$ cat config.mk
export PLATFORM = sky130hd
export DESIGN_NAME = nova_io_pio_timer_flat
export DESIGN_NICKNAME = d
export VERILOG_FILES = /design/src/rtl/nova_io_pio_timer_pkg.sv /design/src/rtl/nova_io_pio_timer_if.sv /design/src/rtl/nova_io_pio_timer_decode.sv /design/src/rtl/nova_io_pio_timer.sv /design/src/flat_wrapper.sv
export SDC_FILE = /design/constraint.sdc
export NUM_CORES = 1
export LEC_CHECK = 0
export ABC_CLOCK_PERIOD_IN_PS = 5150
export CORE_MARGIN = 5
export CORE_UTILIZATION = 55
export CTS_BUF_LIST = sky130_fd_sc_hd__clkbuf_4 sky130_fd_sc_hd__clkbuf_8
export CTS_CLUSTER_DIAMETER = 80
export CTS_CLUSTER_SIZE = 14
export DETAILED_ROUTE_END_ITERATION = 6
export GPL_ROUTABILITY_DRIVEN = 0
export PLACE_DENSITY = 0.86
export SLEW_MARGIN = 20
export SYNTH_ARGS = -nofsm -noshare
export SYNTH_HDL_FRONTEND = slang
export SYNTH_SLANG_ARGS = --single-unit
$ cat constraint.sdc
create_clock -name pclk -period 5.15 [get_ports pclk]
set_input_delay 1.545 -clock pclk [delete_from_list [all_inputs] [get_ports pclk]]
set_output_delay 1.545 -clock pclk [all_outputs]
set_load 0.05 [all_outputs]
$ cat src/rtl/nova_io_pio_timer_pkg.sv
// Shared PIO bus definitions: widths, register selects, control codes, decoded-function bundle.
package nova_io_pio_timer_pkg;

    localparam int unsigned DEV_W  = 6;
    localparam int unsigned SEL_W  = 2;
    localparam int unsigned CTL_W  = 2;
    localparam int unsigned ADR_W  = DEV_W + SEL_W;
    localparam int unsigned DATA_W = 16;

    // Flag bit positions in bus (bit 0 = MSB) numbering.
    localparam int unsigned BIT_BUSY = 14;
    localparam int unsigned BIT_DONE = 15;

    typedef enum logic [SEL_W-1:0] {
        SEL_CTL = 2'b00,
        SEL_A   = 2'b01,
        SEL_B   = 2'b10,
        SEL_C   = 2'b11
    } sel_e;

    typedef enum logic [CTL_W-1:0] {
        CTL_NOP   = 2'b00,
        CTL_START = 2'b01,
        CTL_CLEAR = 2'b10,
        CTL_PULSE = 2'b11
    } ctl_e;

    // One-hot decoded bus function for the current strobe.
    typedef struct packed {
        logic wr_a;
        logic wr_b;
        logic wr_c;
        logic rd_a;
        logic rd_b;
        logic rd_c;
        logic rd_flag;
        logic start;
        logic clear;
        logic pulse;
    } pio_fn_t;

endpackage

$ cat src/rtl/nova_io_pio_timer_if.sv
// Nova PIO device bus; bit 0 is the MSB on address and data.
interface nova_io_pio_timer_if;
    import nova_io_pio_timer_pkg::*;

    logic              bs_stb;
    logic              bs_we;
    logic [0:ADR_W-1]  bs_adr;
    logic [0:DATA_W-1] bs_din;
    logic [0:DATA_W-1] bs_dout;

    modport master (output bs_stb, output bs_we, output bs_adr, output bs_din, input  bs_dout);
    modport slave  (input  bs_stb, input  bs_we, input  bs_adr, input  bs_din, output bs_dout);
endinterface

$ cat src/rtl/nova_io_pio_timer_decode.sv
// Device-code match and PIO function decode, shared by PIO devices.
module nova_io_pio_decode
    import nova_io_pio_timer_pkg::*;
#(
    parameter logic [DEV_W-1:0] DEV_CODE = 6'o21
) (
    input  logic             bs_stb,
    input  logic             bs_we,
    input  logic [0:ADR_W-1] bs_adr,
    input  logic [CTL_W-1:0] ctl,
    output pio_fn_t          fn_c
);

    logic hit;
    sel_e sel;

    // Decode a strobe addressed to this device into one function strobe.
    always_comb begin
        fn_c = '0;
        hit  = bs_stb && (bs_adr[0:DEV_W-1] == DEV_CODE);
        sel  = sel_e'(bs_adr[DEV_W:ADR_W-1]);
        if (hit) begin
            if (bs_we) begin
                unique case (sel)
                    SEL_CTL: begin
                        fn_c.start = (ctl == CTL_START);
                        fn_c.clear = (ctl == CTL_CLEAR);
                        fn_c.pulse = (ctl == CTL_PULSE);
                    end
                    SEL_A:   fn_c.wr_a = 1'b1;
                    SEL_B:   fn_c.wr_b = 1'b1;
                    SEL_C:   fn_c.wr_c = 1'b1;
                    default: ;
                endcase
            end else begin
                unique case (sel)
                    SEL_CTL: fn_c.rd_flag = 1'b1;
                    SEL_A:   fn_c.rd_a    = 1'b1;
                    SEL_B:   fn_c.rd_b    = 1'b1;
                    SEL_C:   fn_c.rd_c    = 1'b1;
                    default: ;
                endcase
            end
        end
    end

endmodule

$ cat src/rtl/nova_io_pio_timer.sv
// Nova PIO interval timer: prescaled down-counter, done/busy flags, interrupt, register reads.
module nova_io_pio_timer
    import nova_io_pio_timer_pkg::*;
#(
    parameter logic [DEV_W-1:0] DEV_CODE = 6'o21,
    parameter int unsigned      CNT_W    = 16,
    parameter int unsigned      PRE_W    = 16
) (
    input  logic                pclk,
    input  logic                prst,
    nova_io_pio_timer_if.slave  bus,
    output logic                intr
);

    pio_fn_t fn_c;

    logic              busy_q, busy_d;
    logic              done_q, done_d;
    logic              int_en_q, int_en_d;
    logic              intr_q, intr_d;
    logic [CNT_W-1:0]  reload_a_q, reload_a_d;
    logic [PRE_W-1:0]  reload_b_q, reload_b_d;
    logic [CNT_W-1:0]  cnt_q, cnt_d;
    logic [PRE_W-1:0]  pre_q, pre_d;
    logic [0:DATA_W-1] dout_q, dout_d;

    nova_io_pio_decode #(.DEV_CODE(DEV_CODE)) u_decode (
        .bs_stb (bus.bs_stb),
        .bs_we  (bus.bs_we),
        .bs_adr (bus.bs_adr),
        .ctl    (bus.bs_din[DATA_W-CTL_W:DATA_W-1]),
        .fn_c   (fn_c)
    );

    // Next state: read mux on pre-update values, register writes, control, prescale/count.
    always_comb begin
        busy_d     = busy_q;
        done_d     = done_q;
        int_en_d   = int_en_q;
        reload_a_d = reload_a_q;
        reload_b_d = reload_b_q;
        cnt_d      = cnt_q;
        pre_d      = pre_q;
        dout_d     = '0;
        intr_d     = done_q & int_en_q;

        if (fn_c.rd_flag) begin
            dout_d[BIT_BUSY] = busy_q;
            dout_d[BIT_DONE] = done_q;
        end
        if (fn_c.rd_a) dout_d = DATA_W'(cnt_q);
        if (fn_c.rd_b) dout_d = DATA_W'(pre_q);
        if (fn_c.rd_c) dout_d = DATA_W'({int_en_q, busy_q, done_q});

        if (fn_c.wr_a) reload_a_d = CNT_W'(bus.bs_din);
        if (fn_c.wr_b) reload_b_d = PRE_W'(bus.bs_din);
        if (fn_c.wr_c) int_en_d   = bus.bs_din[DATA_W-1];

        // Control writes take priority over the count in the same cycle.
        if (fn_c.start) begin
            cnt_d  = reload_a_q;
            pre_d  = reload_b_q;
            busy_d = 1'b1;
            done_d = 1'b0;
        end else if (fn_c.clear) begin
            busy_d = 1'b0;
            done_d = 1'b0;
        end else if (fn_c.pulse) begin
            done_d = 1'b0;
        end else if (busy_q) begin
            if (pre_q == '0) begin
                pre_d = reload_b_q;
                if (cnt_q == CNT_W'(1)) begin
                    cnt_d  = '0;
                    busy_d = 1'b0;
                    done_d = 1'b1;
                end else begin
                    cnt_d = cnt_q - CNT_W'(1);
                end
            end else begin
                pre_d = pre_q - PRE_W'(1);
            end
        end
    end

    // State registers with asynchronous active-low reset.
    always_ff @(posedge pclk or negedge prst) begin
        if (!prst) begin
            busy_q     <= 1'b0;
            done_q     <= 1'b0;
            int_en_q   <= 1'b0;
            intr_q     <= 1'b0;
            reload_a_q <= '0;
            reload_b_q <= '0;
            cnt_q      <= '0;
            pre_q      <= '0;
            dout_q     <= '0;
        end else begin
            busy_q     <= busy_d;
            done_q     <= done_d;
            int_en_q   <= int_en_d;
            intr_q     <= intr_d;
            reload_a_q <= reload_a_d;
            reload_b_q <= reload_b_d;
            cnt_q      <= cnt_d;
            pre_q      <= pre_d;
            dout_q     <= dout_d;
        end
    end

    assign bus.bs_dout = dout_q;
    assign intr        = intr_q;

endmodule

$ cat src/flat_wrapper.sv
// flat-port wrapper written by rule: the top's interface ports become plain ports
module nova_io_pio_timer_flat import nova_io_pio_timer_pkg::*;
#(
    parameter logic [DEV_W-1:0] DEV_CODE = 6'o21,
    parameter int unsigned      CNT_W    = 16,
    parameter int unsigned      PRE_W    = 16
)
  (pclk, prst, intr, bus_bs_stb, bus_bs_we, bus_bs_adr, bus_bs_din, bus_bs_dout);
  nova_io_pio_timer_if bus_i ();
  input  logic pclk;
  input  logic prst;
  output logic intr;
  input wire logic [$bits(bus_i.bs_stb)-1:0] bus_bs_stb;
  input wire logic [$bits(bus_i.bs_we)-1:0] bus_bs_we;
  input wire logic [$bits(bus_i.bs_adr)-1:0] bus_bs_adr;
  input wire logic [$bits(bus_i.bs_din)-1:0] bus_bs_din;
  output wire logic [$bits(bus_i.bs_dout)-1:0] bus_bs_dout;
  assign bus_i.bs_stb = bus_bs_stb;
  assign bus_i.bs_we = bus_bs_we;
  assign bus_i.bs_adr = bus_bs_adr;
  assign bus_i.bs_din = bus_bs_din;
  assign bus_bs_dout = bus_i.bs_dout;
  nova_io_pio_timer #(.DEV_CODE(DEV_CODE), .CNT_W(CNT_W), .PRE_W(PRE_W)) u_core (.pclk(pclk), .prst(prst), .bus(bus_i), .intr(intr));
endmodule
Word-level counts from Yosys, hierarchy flattened
Cells that the tools add are included.
- register bits after elaboration: 84
- input bits: 28
- output and inout port bits: 17
- logic and storage cells: 70
- add/sub/neg operators: 2
- equality and inequality tests: 11
- multiplexer cells: 36
- bitwise logic cells: 1
- reduce and logical (&&, ||, !) cells: 11
- operators by type and width (kind ; count):
    $mux W16 ; 14
    $sub A16 B1 Y16 const B ; 2
    $eq A16 B1 Y1 const B ; 1
    $logic_not A16 Y1 ; 1
    $mux W1 ; 16
    $reduce_bool A4 Y1 ; 3
    $mux W10 ; 1
    $mux W3 ; 3
    $eq A2 B2 Y1 const B ; 4
    $eq A6 B5 Y1 const B ; 1
    $reduce_and A3 Y1 ; 2
    $eq A2 B1 Y1 const B ; 2
    $mux W4 ; 1
    $ne A2 B1 Y1 const B ; 2
    $reduce_and A4 Y1 ; 1
    $reduce_bool A2 Y1 ; 2
    $ne A3 B1 Y1 const B ; 1
    $logic_not A2 Y1 ; 1
    $mux W2 ; 1
    $and A1 B1 Y1 ; 1
    $logic_and A1 B1 Y1 ; 1

Longest topological paths before layout
Gate-level depths: netlist (run 1).
- depth in word-level cells: 8
- depth in mapped cells: 9

By module
From an unflattened synthesis (run 1), not the netlist that was laid out.
- cell total of the unflattened synthesis: 416
- area, all modules: 4400.5 µm²
- modules (own cells, without submodules) (module ; times used ; cells each ; area each (µm²) ; seq. area each (µm²)):
    nova_io_pio_timer ; 1 ; 393 ; 4211.5 ; 2102.0
    nova_io_pio_decode ; 1 ; 23 ; 188.9 ; 0.0

Worst setup path before layout (run 1)
Ideal clock, no wire load.
- path type: input -> register
- from: in bus_bs_adr[7]
- to: reg u_core.cnt_q[12]
- library setup time: 126 ps
- arrival time: 2951 ps
- slack: 2073 ps
- cell stages on the path: 6
- path buffers: 1
- cell sequence: nand4bb_1 > o41ai_4 > or2_1 > buf_6 > nor4_2 > a221o_1
- word-level cells in the longest chain between the ends: 5
- elaborated cells between the ends (all ways): 9
- those cells by class: 3 x eq/ne; 2 x mux; 4 x reduce/logical
- ends and longest elaborated chain (element ; line ; source):
    start: declaration ; flat_wrapper.sv:15 ; input wire logic [$bits(bus_i.bs_adr)-1:0] bus_bs_adr;
    $eq A6 B5 Y1 (*) ; nova_io_pio_timer_decode.sv:20 ; hit = bs_stb && (bs_adr[0:DEV_W-1] == DEV_CODE);
    $logic_and A1 B1 Y1 (*) ; nova_io_pio_timer_decode.sv:20 ;
    $mux W10 (*) ; nova_io_pio_timer_decode.sv:22 ; if (hit) begin
    $ne A2 B1 Y1 (no line) / $reduce_bool A2 Y1 (equally long branches) ; - ;
    $reduce_and A4 Y1 (no line) ; - ;
    end signal: assignment ; nova_io_pio_timer.sv:105 ; cnt_q <= cnt_d;
    end: declaration ; nova_io_pio_timer.sv:23 ; logic [CNT_W-1:0] cnt_q, cnt_d;
Every way passes the cells marked *; elsewhere a longest branch is shown, timed or not.
A chain may end at the register's enable or synchronous reset.

Final worst setup path (run 1)
- from: in bus_bs_adr[6]
- to: reg u_core.pre_q[7]
- word-level cells in the longest chain between the ends: 5
- elaborated cells between the ends (all ways): 8
- those cells by class: 3 x eq/ne; 2 x mux; 3 x reduce/logical
- ends and longest elaborated chain (element ; line ; source):
    $eq A6 B5 Y1 (*) ; nova_io_pio_timer_decode.sv:20 ;
    $logic_and A1 B1 Y1 (*) ; nova_io_pio_timer_decode.sv:20 ;
    $mux W10 (*) ; nova_io_pio_timer_decode.sv:22 ;
    $ne A2 B1 Y1 (no line) / $reduce_bool A2 Y1 (equally long branches) ; - ;
    $reduce_and A3 Y1 (no line) ; - ;
    end signal: assignment ; nova_io_pio_timer.sv:106 ; pre_q <= pre_d;
    end: declaration ; nova_io_pio_timer.sv:24 ; logic [PRE_W-1:0] pre_q, pre_d;
Marks and branches as above.

==> key figures, run 1 <==
Clocking
  • CTS root buffer: clkbuf_8
  • CTS clk-pin slew, worst paths: roughly 0.080 ns
  • # hold bufs at CTS: 0
  • Post-CTS Setup Bufs: 0
  • CTS resizes: 0
  • Num CTS Buffers: 9
  • CTS sink cnt: 84
  • H-tree level count: 3
  • Max Root-Sink Buffers: 2
  • Clk Latency, worst-skew pair: about 0.37 ns
  • CTS tree: done

Finish
  • Number of diodes: 0
  • Non-Filler Cell Area, Final: slightly above 5000 um^2
  • Post-layout util: between 60% and 70%
  • Area Overhead vs Synth: 16.2%
  • Layout cells sized above 1: roughly 15%
  • Final #Nets: approximately 480

Synthesis
  • Synth cell count leaders: dfrtp_1, mux2_2, nor2_1
  • Async set-reset flop share out of synthesis: between 90% and 100%
  • Seq/Total Area, Yosys: 48.2%
  • Syn_nets: 445
  • Yosys top cell area share: 48.2%
  • Yosys Warn Count: 0
  • Top cell type by total area after synthesis: dfrtp_1
  • Number of synthesized register bits: 84
  • Synth area leaders: dfrtp_1, mux2_2, a21oi_1
  • Post-synth EDFFs: 0
  • Synth cell types: 51
  • Most frequent cell after synthesis: dfrtp_1
  • Main flop type after synthesis: dfrtp_1
  • Mean post-synth cell area: 10.6 um^2
  • Cell area after synthesis: 4360 um^2
  • Syn Inst Count: just over 400

Routing
  • Via count: ~3.7k
  • Iteration-0 DRC Markers: roughly 350
  • Final ANT Viol Nets: 0
  • Via-to-Cell Ratio: about 6.7
  • Post-route DRC: 0
  • Wire per inst: 20.2 um
  • Routed WL: about 11,000 um
  • Drt pass-1 iters: 6

Global route
  • GRT overflow: 0
  • Vias in the first global route: roughly 3.6k
  • First-pass GRT wire length: ~19,000 um
  • Initial antenna violation count: 0
  • Maximum number of pins on one net before global-route repair: 85
  • GRT Total Usage: a little under a quarter

Floorplan
  • FP Rows: 32
  • IO Pins: 45
  • Die Wd: 99.1 um
  • Starting Density: 56.4%
  • Area of the core: between 7000 and 8000 um^2
  • Die area: 9810 um^2
  • Die Height: between 90 and 100 um

Status
  • Outcome: complete, no violations

Setup path
  • CP arrival: ~4.5 ns
  • R2R cell count: 7
  • Slowest Stage Delay on Critical Path: around 0.85 ns
  • Crit-path slowest cell: nand2_1
  • Critical Path End Type: flop
  • Crit path launch type: primary input
  • Crit path max fanout: 27
  • Flop2flop setup slack: 2.52 ns
  • FF-to-FF Start: u_core.cnt_q[1]$_DFFE_PN0P_
  • Required @ worst endpoint: between 5 and 6 ns
  • RR Endpoint: u_core.cnt_q[0]$_DFFE_PN0P_
  • Kind of critical path: in2reg
  • Worst path cell trace: clkdlybuf4s50_1 > nor4bb_1 > nand3_1 > nand2_1 > o21ai_0 > a22oi_1

Power
  • P_leak: around 2.3 nW
  • Combinational Power Share: between 10% and 20%
  • Switch share: about 28%
  • PD cells: around 290 nW/um^2
  • Sequential Power Share: between 50 and 60%
  • P_sw: between 0.4 and 0.5 mW
  • Peak supply drop: 162 uV
  • Internal power: about 1.1 mW
  • Clock Power Share: 36.2%

STA
  • Fmax: 0.235 GHz
  • Actual slew at the worst max-slew pin: about 1.0 ns
  • Unrepaired setup endpoints after global routing: false
  • Final Hold Viols: 0
  • Post-route clock period utilization: 82.5%
  • Max Slew Vio Count: 0
  • Fin Hold WS: 0.496 ns
  • Post-layout min period: roughly 4.2 ns
  • Final TNS setup: 0 ns
  • Relative slew margins: approximately 33%
  • Final Skew: ~0.0062 ns
  • Setup-failing EPs final: 0
  • Post-route setup slack: about 0.90 ns

Placed design
  • HPWL after detailed placement: 7620 um
  • Port Buffers: between 40 and 50
  • Post-Place Worst Slack: between 0.7 and 0.8 ns
  • Dpl cell area: roughly 4800 um^2

Hold path
  • Hold path cells: 2
  • Worst hold start: u_core.reload_a_q[3]$_DFFE_PN0P_
  • Hold Path Class: reg2reg
  • Hold EP: u_core.cnt_q[3]$_DFFE_PN0P_

Flow run
  • Max-cap viol count: 0
-- cell usage in the layout, fill, tap and decap left out, types with 8 or more instances in the layout --
cell type,instances
nand3_1,15
nor3_1,14
a22o_1,13
nor2_1,27
a21oi_1,23
clkdlybuf4s50_1,43
nand2_1,25
o21ai_0,20
nand4_1,13
inv_1,12
clkbuf_8,10
mux2_2,34
mux2i_1,10
a22oi_1,8
dfrtp_1,84
-- area by class of cell --
cell class                      instances  area [um^2]
Clock buffer                           10          138
Clock inverter                          6         87.6
Fill cell                             593         2660
Inverter                               12         45.0
Multi-Input combinational cell        296         2100
Sequential cell                        84         2100
Tap cell                              102          128
Timing Repair Buffer                   47          464
-- power groups by stage --
stage                     sequential, mW  clock (mW)  combinational, mW
after floorplan                    0.751           0              0.111
after global placement             0.764           0              0.162
after detailed placement           0.768           0              0.173
after CTS                          0.755       0.536              0.176
after global routing               0.765       0.569              0.199
final                              0.759       0.532              0.178
-- worst max path at each step --
stage / slack (ns) / cells after the start / endpoint / start
after global placement: 0.87 / 6 / u_core.pre_q[12]$_DFFE_PN0P_ / bus_bs_adr[6]
after floorplan: 2.07 / 6 / u_core.cnt_q[12]$_DFFE_PN0P_ / bus_bs_adr[7]
after global routing: 0.71 / 6 / u_core.pre_q[11]$_DFFE_PN0P_ / bus_bs_adr[0]
after detailed placement: 0.72 / 6 / u_core.pre_q[11]$_DFFE_PN0P_ / bus_bs_adr[6]
after CTS: 1.09 / 6 / u_core.pre_q[7]$_DFFE_PN0P_ / bus_bs_adr[6]
final: 0.90 / 6 / u_core.pre_q[7]$_DFFE_PN0P_ / bus_bs_adr[6]
-- registers in the layout, summed over array words and instances (netlist names) --
signal	count
u_core.pre_q	16
u_core.bus.bs_dout	16
u_core.done_q	1
u_core.intr	1
u_core.reload_a_q	16
u_core.cnt_q	16
u_core.busy_q	1
u_core.reload_b_q	16
u_core.int_en_q	1
-- stage by stage --
step,total power [mW],instances
2_1_floorplan,0.862,413
3_3_place_gp,0.926,541
3_5_place_dp,0.941,541
4_1_cts,1.47,557
5_1_grt,1.53,557
6_report,1.47,557
-- layer usage --
metal	GRT usage, %	wire length (um)
met1	32.6	4430
met2	36.6	5380
met3	6.58	1090
met4	9.03	382
met5	0	0
-- critical path, delay by kind of cell --
family          cells  cell delay, ns
simple gates        3            2.00
buf+inv             1            0.48
compound gates      2            0.48
-- kinds of logic after synthesis --
family	Yosys count	share of synthesized area [%]
adder cells (fa/ha/maj)	4	1.15
buffers and inverters	33	3.59
flip-flops	84	48.2
multiplexers	44	11.1
AND/OR/NAND/NOR	146	20.3
AO/OA/AOI/OAI	102	15.7
Power figures use the tool's default switching activity.
==> run 2: changes to the inputs <==
--- a/config.mk
+++ b/config.mk
@@ -5,9 +5,9 @@
 export SDC_FILE = /design/constraint.sdc
 export NUM_CORES = 1
 export LEC_CHECK = 0
-export ABC_CLOCK_PERIOD_IN_PS = 5150
+export ABC_CLOCK_PERIOD_IN_PS = 3750
 export CORE_MARGIN = 5
-export CORE_UTILIZATION = 55
+export CORE_UTILIZATION = 53
 export CTS_BUF_LIST = sky130_fd_sc_hd__clkbuf_4 sky130_fd_sc_hd__clkbuf_8
 export CTS_CLUSTER_DIAMETER = 80
 export CTS_CLUSTER_SIZE = 14
==> constraint.sdc (replaced) <==
create_clock -name pclk -period 3.75 [get_ports pclk]
set_input_delay 1.125 -clock pclk [delete_from_list [all_inputs] [get_ports pclk]]
set_output_delay 1.125 -clock pclk [all_outputs]
set_load 0.05 [all_outputs]
==> run 2 against run 1 <==
Against the previous run: clock power is 46% higher; global-route usage is 1.3 points lower; critical path depth is 1 higher; sequential share of layout area is 0.56 points lower; final cell count is 1.6% higher; cell area is 1.4% higher; worst hold slack worse by 0.0042 ns; register-to-register slack worse by 1.4 ns; die area is 3.4% higher.
==> key figures, run 2 (synthesis gave the netlist of run 1 again) <==
Status
  • Outcome: complete, no violations

Setup path
  • Crit path max fanout: 20 (-26%)
  • Worst path cell trace: clkdlybuf4s50_1 > nor4bb_1 > nand3_1 > buf_4 > and2_1 > o21ai_0 > a22oi_1
  • Critical Path End Type: flop
  • Kind of critical path: in2reg
  • Top Family by Delay on Critical Path: simple AND/OR/NAND/NOR gates
  • Required @ worst endpoint: 3.99 ns (-1.43 ns)
  • Crit-path slowest cell: nor4bb_1
  • Worst Path Buf+Inv: 2 (+1)
  • CP arrival: 3.36 ns (-1.16 ns)
  • Crit path launch type: primary input
  • Slowest Stage Delay on Critical Path: 0.54 ns (-0.31 ns)

Placed design
  • Port Buffers: 44 (unchanged)
  • Dpl cell area: 4890 um^2 (+1.2%)
  • HPWL after detailed placement: 7690 um (+0.95%)

STA
  • Post-layout min period: between 3 and 4 ns
  • Final Skew: 0.00925 ns (+0.00307 ns)
  • Max Slew Vio Count: 0 (unchanged)
  • Setup-failing EPs final: 0 (unchanged)
  • Final Hold Viols: 0 (unchanged)
  • Fmax: approximately 0.32 GHz
  • Actual slew at the worst max-slew pin: 0.854 ns (-0.144 ns)
  • Final TNS setup: 0 ns (unchanged)
  • Post-route clock period utilization: 83.3%
  • Unrepaired setup endpoints after global routing: false
  • Relative slew margins: 43.0% (+9.7 points)

Routing
  • Via count: 3,693 (-0.70%)
  • Via-to-Cell Ratio: 6.52 (-2.3%)
  • Drt pass-1 iters: 6 (unchanged)
  • Iteration-0 DRC Markers: 305 (-12%)
  • Final ANT Viol Nets: 0 (unchanged)
  • Post-route DRC: 0 (unchanged)
  • Routed WL: 11,000 um (-2.5%)
  • Wire per inst: 19.4 um (-4.1%)

Finish
  • Most frequent cells in the layout: dfrtp_1, clkdlybuf4s50_1, mux2_2, nor2_1, nand2_1
  • Layout cells sized above 1: 16.1% (+1.1 points)
  • Non-Filler Cell Area, Final: 5140 um^2 (+1.4%)
  • Number of diodes: 0 (unchanged)
  • Final #Nets: 489 (+1.5%)
  • Area Overhead vs Synth: 17.8%
  • Commonest non-fill, non-tap cell in the layout: dfrtp_1

Hold path
  • Hold Path Class: reg2reg

Floorplan
  • FP Rows: 33 (+3.1%)
  • Starting Density: 53.6% (-2.8 points)
  • IO Pins: 45 (unchanged)
  • Die Height: 101 um (+1.7%)
  • Die Wd: 101 um (+1.7%)
  • Die area: 10,100 um^2 (+3.4%)
  • Area of the core: 8130 um^2 (+5.3%)

Clocking
  • CTS resizes: 0 (unchanged)
  • H-tree level count: 3 (unchanged)
  • Num CTS Buffers: 9 (unchanged)
  • CTS tree: done
  • Max Root-Sink Buffers: 2 (unchanged)
  • Post-CTS Setup Bufs: 0 (unchanged)
  • CTS clk-pin slew, worst paths: 0.08 ns (about the same)
  • Clk Latency, worst-skew pair: 0.37 ns (about the same)
  • # hold bufs at CTS: 0 (unchanged)
  • CTS root buffer: clkbuf_8
  • CTS sink cnt: 84 (unchanged)

Global route
  • First-pass GRT wire length: 18,100 um (-2.4%)
  • GRT Total Usage: 22.6% (-1.3 points)
  • Maximum number of pins on one net before global-route repair: 85 (unchanged)
  • Vias in the first global route: 3,537 (-2.6%)
  • Initial antenna violation count: 0 (unchanged)
  • GRT overflow: 0 (unchanged)

Power
  • P_leak: 2.36 nW (+1.2%)
  • Peak supply drop: 234 uV (+44%)
  • PD cells: 401 nW/um^2 (+38%)

Flow run
  • Max-cap viol count: 0 (unchanged)
[run 2: changes by cell type in the layout (fill, tap and decap cells not counted), sizes merged]
cell      change
buf           +7
clkinv        -3
clkinvlp      +2
clkbuf        -1
bufinv        +1
[run 2: stage by stage]
stage	hold slack (ns)	setup slack [ns]	std cells	utilization [%]	power (mW)
floorplan	0.450	1.09	413	-	1.18
global placement	0.467	0.397	551	60.2	1.27
detailed placement	0.480	0.302	551	60.2	1.29
CTS	0.504	0.682	566	63.1	2.06
global route	0.522	0.407	566	63.1	2.14
finish	0.492	0.628	566	63.1	2.06
[run 2: where the power goes]
group | internal, mW | total, mW | leakage [nW] | switching (mW)
sequential | 0.956 | 1.04 | 1.12 | 0.0837
combinational | 0.110 | 0.241 | 1.13 | 0.131
clock | 0.440 | 0.779 | 0.112 | 0.340
total | 1.51 | 2.06 | 2.36 | 0.554
[run 2: worst paths after layout]
path | start | end | slack (ns) | depth (start not counted)
max in group asynchronous | prst | u_core.reload_a_q[1]$_DFFE_PN0P_ | 2.45 | 1
hold / removal | u_core.reload_a_q[1]$_DFFE_PN0P_ | u_core.cnt_q[1]$_DFFE_PN0P_ | 0.49 | 2
setup reg to reg | u_core.cnt_q[1]$_DFFE_PN0P_ | u_core.cnt_q[0]$_DFFE_PN0P_ | 1.17 | 7
setup / recovery | bus_bs_adr[6] | u_core.pre_q[5]$_DFFE_PN0P_ | 0.63 | 7
hold reg to reg | u_core.reload_a_q[1]$_DFFE_PN0P_ | u_core.cnt_q[1]$_DFFE_PN0P_ | 0.49 | 2
min in group asynchronous | prst | u_core.reload_b_q[9]$_DFFE_PN0P_ | 0.80 | 1
[run 2: routing by layer]
| layer | wire length, um | GRT usage [%] |
|---|---|---|
| met2 | 5400 | 37.2 |
| met1 | 4390 | 30.7 |
| met5 | 0 | 0 |
| met3 | 930 | 4.29 |
| met4 | 282 | 6.42 |
[run 2: final cells by class]
type,instances,area [um^2]
inverters,12,45.0
clock buffers,9,124
flip-flops and latches,84,2100
well taps,105,131
clock inverters,6,114
multi-input cells,296,2100
repair buffers,54,517
fillers,593,3000
[run 2: worst min-delay path, stage by stage (launching register included)]
cell and delay, ns:
dfrtp_1 0.34, nand2_1 0.05, o21ai_1 0.06
